## config.mk

```make
export PLATFORM = sky130hd
export DESIGN_NAME = sram_ctrl
export DESIGN_NICKNAME = d
export VERILOG_FILES = /design/src/rtl/sram_ctrl.sv
export SDC_FILE = /design/constraint.sdc
export NUM_CORES = 1
export LEC_CHECK = 0
export ABC_AREA = 1
export ABC_CLOCK_PERIOD_IN_PS = 1900
export BUFFER_PORTS_ARGS = -buffer_cell sky130_fd_sc_hd__buf_2
export CORE_ASPECT_RATIO = 0.8
export CORE_MARGIN = 4
export CORE_UTILIZATION = 49
export CTS_CLUSTER_DIAMETER = 30
export CTS_CLUSTER_SIZE = 10
export DETAILED_ROUTE_END_ITERATION = 12
export GPL_TIMING_DRIVEN = 0
export PLACE_DENSITY = 0.82
export SETUP_SLACK_MARGIN = 0.5
export SLEW_MARGIN = 40
export SYNTH_ARGS = -nofsm -noshare
export SYNTH_HDL_FRONTEND = slang
export SYNTH_SLANG_ARGS = --single-unit
```

## constraint.sdc

```tcl
create_clock -name clk_i -period 1.9 [get_ports clk_i]
set_input_delay 0.095 -clock clk_i [delete_from_list [all_inputs] [get_ports clk_i]]
set_output_delay 0.095 -clock clk_i [all_outputs]
set_load 0.01 [all_outputs]
```

## src/rtl/sram_ctrl.sv

```systemverilog
`default_nettype none
// ============================================================================
// Module   : sram_ctrl
// Purpose  : 32-bit memory-bus slave driving a 16-bit asynchronous SRAM as two
//            halfword accesses (low half first), with byte lanes mapped to
//            ub_n/lb_n. Optional single-entry read buffer: SRAM_CTRL_READ_BUF_EN.
// Revision : 1.0 - initial release
// ============================================================================
module sram_ctrl #(
  parameter int WAIT_CYCLES = 2,
  parameter int ADDR_W      = 20
) (
  input  logic              clk_i,
  input  logic              rst_i,
  input  logic              bus_stb_i,
  input  logic              bus_we_i,
  input  logic [31:0]       bus_adr_i,
  input  logic [31:0]       bus_dat_i,
  input  logic [3:0]        bus_bytesel_i,
  output logic [31:0]       bus_dat_o,
  output logic              bus_ack_o,
  output logic [ADDR_W-1:0] sram_addr_o,
  input  logic [15:0]       sram_dq_i,
  output logic [15:0]       sram_dq_o,
  output logic              sram_dq_oe_o,
  output logic              sram_ce_n_o,
  output logic              sram_oe_n_o,
  output logic              sram_we_n_o,
  output logic              sram_ub_n_o,
  output logic              sram_lb_n_o
);

  localparam logic [2:0] c_wait_last = 3'(WAIT_CYCLES);

  typedef enum logic [2:0] {
    S_IDLE     = 3'd0,
    S_SETUP_LO = 3'd1,
    S_STRB_LO  = 3'd2,
    S_SETUP_HI = 3'd3,
    S_STRB_HI  = 3'd4,
    S_ACK      = 3'd5
  } state_t;

  state_t             r_state;
  state_t             w_next;

  logic [ADDR_W-2:0]  r_word;
  logic               r_we;
  logic [31:0]        r_dat;
  logic [3:0]         r_sel;
  logic [2:0]         r_wait;
  logic [31:0]        r_rdata;

  logic [ADDR_W-2:0]  w_word;
  logic               w_access;
  logic               w_strobe;
  logic               w_half;
  logic               w_strb_done;
  logic               w_hit;
  logic [31:0]        w_hit_data;
  logic               w_unused_adr;

  assign w_word       = bus_adr_i[ADDR_W:2];
  assign w_strb_done  = (r_wait == c_wait_last);
  assign w_unused_adr = ^{bus_adr_i[31:ADDR_W+1], bus_adr_i[1:0]};
  assign bus_dat_o    = r_rdata;

`ifdef SRAM_CTRL_READ_BUF_EN
  logic               r_buf_valid;
  logic [ADDR_W-2:0]  r_buf_word;
  logic [31:0]        r_buf_data;

  // Hits return only the requested bytes; misses return whole accessed halves.
  assign w_hit      = bus_stb_i && !bus_we_i && r_buf_valid && (r_buf_word == w_word);
  assign w_hit_data = r_buf_data & {{8{bus_bytesel_i[3]}}, {8{bus_bytesel_i[2]}},
                                    {8{bus_bytesel_i[1]}}, {8{bus_bytesel_i[0]}}};

  always_ff @(posedge clk_i or negedge rst_i) begin
    if (!rst_i) begin
      r_buf_valid <= 1'b0;
      r_buf_word  <= '0;
      r_buf_data  <= '0;
    end else begin
      if (r_state == S_IDLE && bus_stb_i && bus_we_i && (w_word == r_buf_word)) begin
        r_buf_valid <= 1'b0;
      end
      if (r_state == S_ACK && !r_we && r_sel == 4'hF) begin
        r_buf_valid <= 1'b1;
        r_buf_word  <= r_word;
        r_buf_data  <= r_rdata;
      end
    end
  end
`else
  assign w_hit      = 1'b0;
  assign w_hit_data = '0;
`endif

  always_ff @(posedge clk_i or negedge rst_i) begin
    if (!rst_i) begin
      r_state <= S_IDLE;
    end else begin
      r_state <= w_next;
    end
  end

  always_comb begin
    w_next       = r_state;
    w_access     = 1'b0;
    w_strobe     = 1'b0;
    w_half       = 1'b0;
    bus_ack_o    = 1'b0;
    sram_ce_n_o  = 1'b1;
    sram_oe_n_o  = 1'b1;
    sram_we_n_o  = 1'b1;
    sram_ub_n_o  = 1'b1;
    sram_lb_n_o  = 1'b1;
    sram_dq_oe_o = 1'b0;
    sram_dq_o    = '0;

    case (r_state)
      S_IDLE: begin
        if (bus_stb_i) begin
          if (w_hit) begin
            w_next = S_ACK;
          end else if (bus_bytesel_i[1:0] != 2'b00) begin
            w_next = S_SETUP_LO;
          end else if (bus_bytesel_i[3:2] != 2'b00) begin
            w_next = S_SETUP_HI;
          end else begin
            w_next = S_ACK;
          end
        end
      end
      S_SETUP_LO: begin
        w_access = 1'b1;
        w_next   = S_STRB_LO;
      end
      S_STRB_LO: begin
        w_access = 1'b1;
        w_strobe = 1'b1;
        if (w_strb_done) begin
          w_next = (r_sel[3:2] != 2'b00) ? S_SETUP_HI : S_ACK;
        end
      end
      S_SETUP_HI: begin
        w_access = 1'b1;
        w_half   = 1'b1;
        w_next   = S_STRB_HI;
      end
      S_STRB_HI: begin
        w_access = 1'b1;
        w_half   = 1'b1;
        w_strobe = 1'b1;
        if (w_strb_done) begin
          w_next = S_ACK;
        end
      end
      S_ACK: begin
        bus_ack_o = 1'b1;
        w_next    = S_IDLE;
      end
      default: begin
        w_next = S_IDLE;
      end
    endcase

    sram_addr_o = {r_word, w_half};

    if (w_access) begin
      sram_ce_n_o = 1'b0;
      sram_ub_n_o = w_half ? ~r_sel[3] : ~r_sel[1];
      sram_lb_n_o = w_half ? ~r_sel[2] : ~r_sel[0];
      if (r_we) begin
        sram_dq_oe_o = 1'b1;
        sram_dq_o    = w_half ? r_dat[31:16] : r_dat[15:0];
        sram_we_n_o  = ~w_strobe;
      end else begin
        sram_oe_n_o  = 1'b0;
      end
    end
  end

  always_ff @(posedge clk_i or negedge rst_i) begin
    if (!rst_i) begin
      r_word  <= '0;
      r_we    <= 1'b0;
      r_dat   <= '0;
      r_sel   <= '0;
      r_wait  <= '0;
      r_rdata <= '0;
    end else begin
      if (r_state == S_IDLE && bus_stb_i) begin
        r_word  <= w_word;
        r_we    <= bus_we_i;
        r_dat   <= bus_dat_i;
        r_sel   <= bus_bytesel_i;
        // Clearing here makes halves that are never accessed read back as 0.
        r_rdata <= w_hit ? w_hit_data : '0;
      end
      if (w_strobe) begin
        r_wait <= r_wait + 3'd1;
      end else begin
        r_wait <= '0;
      end
      if (r_state == S_STRB_LO && w_strb_done && !r_we) begin
        r_rdata[15:0] <= sram_dq_i;
      end
      if (r_state == S_STRB_HI && w_strb_done && !r_we) begin
        r_rdata[31:16] <= sram_dq_i;
      end
    end
  end

endmodule
`default_nettype wire

```

==> results.yml <==
sta:
  finalWorstSetupSlack_ps: -23.4
  fin_crit_sh_pct: 101
  finalHoldViolations: 0
  fin_crit_ps: 1920
  rsz0062_at_grt: "yes"
  clock_skew_ps: 9.77
  worst_pin_slew_ps: 719
  slew_headroom_pct: 52.1
  setup_violations: 2
  slew_viol_final: 0
  fmaxAchievable_mhz: 520
logic_synthesis:
  synth_area_um2: 4260
  syn_nets: 598
  yosys.area.top_type: "dfrtp_1"
  syn_avg_cell_area_um2: 8.38
  synthTopCellsByArea: "dfrtp_1, nand2_1, nand3_1"
  synth_top_area_share_pct: 55.2
  ys_seq_area_share_pct: 55.2
  synth_cells: 508
  synth_cell_type_count: 24
  yosysWarningCount: 0
  ys_ff_latch: 94
layout:
  syn_to_final_growth_pct: 63.7
  antenna_cells: 0
  fillCellCount: 513
  fin_util_pct: 82.2
  nets: 861
  layout_common_cells: "nand2_1, buf_2, dfrtp_1"
  drive_gt1_share_pct: 41.1
  final_area_um2: 6970
  final_common_cell: "nand2_1"
drt:
  drtIter0Drc: 391
  wl_per_cell_um: 17.1
  drt_drc_violations_left: 0
  vias_per_cell: 5.29
  wl_um: 15200
  drtPass1Iterations: 5
  vias: 4695
  ant_nets: 0
run:
  maxCapViolCount: 0
min_path:
  min_to: "r_dat[20]"
  hold_start: "bus_dat_i[20]"
  hold_class: "input pin to flip-flop"
  hold_depth: 3
floorplanning:
  coreArea_um2: 8480
  io_pins: 163
  die-area_um2: 10300
  fp.dieW_um: 112
  chipHeight_um: 91.4
  rows: 30
  initial_core_util_pct: 50.2
critical_path:
  r2r-start: "r_state[1]"
  crit_type: "flip-flop to primary output"
  regToRegEndpoint: "bus_dat_o[29]"
  crit_required_ps: 1800
  reg2reg_depth: 11
  rrSetupSlack_ps: 120
  cp-start-kind: "flip-flop"
  cp-end-kind: "primary output"
  crit_fanout: 10
  crit_arrival_ps: 1830
outcome:
  violations: "setup timing"
  status: "finished, violations left"
global_routing:
  antenna_found_initial: 0
  grt_pass1_vias: 4637
  grt_use_total_pct: 27.0
  grt_pass1_wl_um: 22300
  overflow: 0
  grt_max_degree: 54
clock_network:
  cts_tree: "built"
  worstSkewPairLatency_ps: 360
  cts_root_buf: "clkbuf_8"
  clock_sinks: 94
  clk_pin_slew_worst_paths_ps: 80
  cts_buffers: 9
  clockBufferDepth: 2
  htreeDepth: 3
power:
  p_clk_share_pct: 12.2
  p_int_mw: 5.77
  comb_power_share_pct: 54.6
  ir_drop_mv: 1.01
  p_leak_nw: 3.75
  p_sw_mw: 4.12
  seqPwrFrac_pct: 33.2
  power_density_nw_per_um2: 1420
  switching_share_pct: 41.7
place:
  dp_hpwl_um: 8200
  place.gp.congestion: 0.875
  placed_area_um2: 5170
  io_buffers: 148
-- worst max-delay path: stages (launching register included) --
cell and delay (ps):
dfrtp_2 460, nor2_4 160, nand2_2 110, nand2_2 150, buf_8 160, nand2_1 100, a21oi_2 170, buf_2 160
-- synthesized netlist by cell type, drive strengths merged --
| cell type | count |
|---|---|
| nor2 | 13 |
| nand2 | 228 |
| clkbuf | 5 |
| nor3 | 2 |
| ha | 2 |
| o211ai | 2 |
| or2 | 1 |
| o21ai | 5 |
| a21oi | 16 |
| inv | 17 |
| dfrtp | 94 |
| nand3 | 95 |
| xnor2 | 1 |
| buf | 27 |
-- metal layers --
metal | vias to the layer above | wire (um) | global-route usage, %
met4 | 0 | 433 | 8.61
met3 | 45 | 1140 | 6.86
li1 | 2145 | - | -
met5 | - | 0 | 0
met2 | 253 | 7650 | 44.5
met1 | 2252 | 5920 | 35.1
-- per-stage QoR --
stage / setup TNS (ps) / setup WS [ps] / hold WS (ps) / cells / total power [mW]
after global placement: -10480 / -116 / 314 / 768 / 6.46
after global routing: -591 / -124 / 14.0 / 888 / 10.5
after detailed placement: 0 / 252 / 35.9 / 769 / 6.60
final: -27.6 / -23.4 / 10.1 / 888 / 9.89
after floorplan: 0 / 491 / -201 / 508 / 5.38
after CTS: 0 / 40.6 / 0.942 / 875 / 8.64
-- registers in the layout, summed over array words and instances, names as in the netlist --
signal,flops
r_word,19
r_sel,4
r_dat,32
r_we,1
r_state,3
r_wait,3
bus_dat_o,32
-- cell type report --
| class | instances | area, um2 | share of cell area [%] |
|---|---|---|---|
| Clock inverter | 5 | 35.0 | 0.503 |
| Timing Repair Buffer | 252 | 1920 | 27.6 |
| Inverter | 17 | 71.3 | 1.02 |
| Buffer | 32 | 362 | 5.19 |
| Tap cell | 112 | 140 | 2.01 |
| Clock buffer | 11 | 141 | 2.03 |
| Sequential cell | 94 | 2350 | 33.8 |
| Multi-Input combinational cell | 365 | 1940 | 27.9 |
-- timing repair --
item	in CTS	in global routing
gates resized for setup	55	107
buffers inserted	16	3
setup endpoints to repair	111	115
gates cloned	5	9
endpoints found under the hold margin	125	1
pin swaps	17	14
hold buffers	69	1
-- cells by family after synthesis --
| group | after synthesis | share of synthesized area (%) |
|---|---|---|
| AO/OA/AOI/OAI | 23 | 3.44 |
| AND/OR/NAND/NOR | 339 | 33.7 |
| adder cells (fa/ha/maj) | 2 | 0.588 |
| buffers and inverters | 49 | 6.79 |
| flip-flops | 94 | 55.2 |
| XOR/XNOR | 1 | 0.206 |
-- worst max path at each step --
| stage | startpoint | end | slack, ps | cells past startpoint |
|---|---|---|---|---|
| 6_report | r_state[1] | sram_dq_o[12] | -20 | 7 |
| 3_5_place_dp | r_state[0] | sram_dq_o[14] | 250 | 7 |
| 4_1_cts | r_state[0] | sram_dq_o[14] | 40 | 7 |
| 5_1_grt | r_state[2] | sram_dq_o[12] | -120 | 8 |
| 3_3_place_gp | rst_i | r_sel[0] | -120 | 1 |
| 2_1_floorplan | r_state[0] | sram_dq_o[12] | 490 | 6 |
-- power groups by stage --
stage          Sequential (mW)  Clock [mW]  Combinational [mW]
2_1_floorplan             3.26           0                2.12
3_3_place_gp              3.17           0                3.29
3_5_place_dp              3.20           0                3.41
4_1_cts                   3.17        1.24                4.23
5_1_grt                   3.36        1.34                5.84
6_report                  3.29        1.21                5.40
Power figures use the tool's default switching activity.
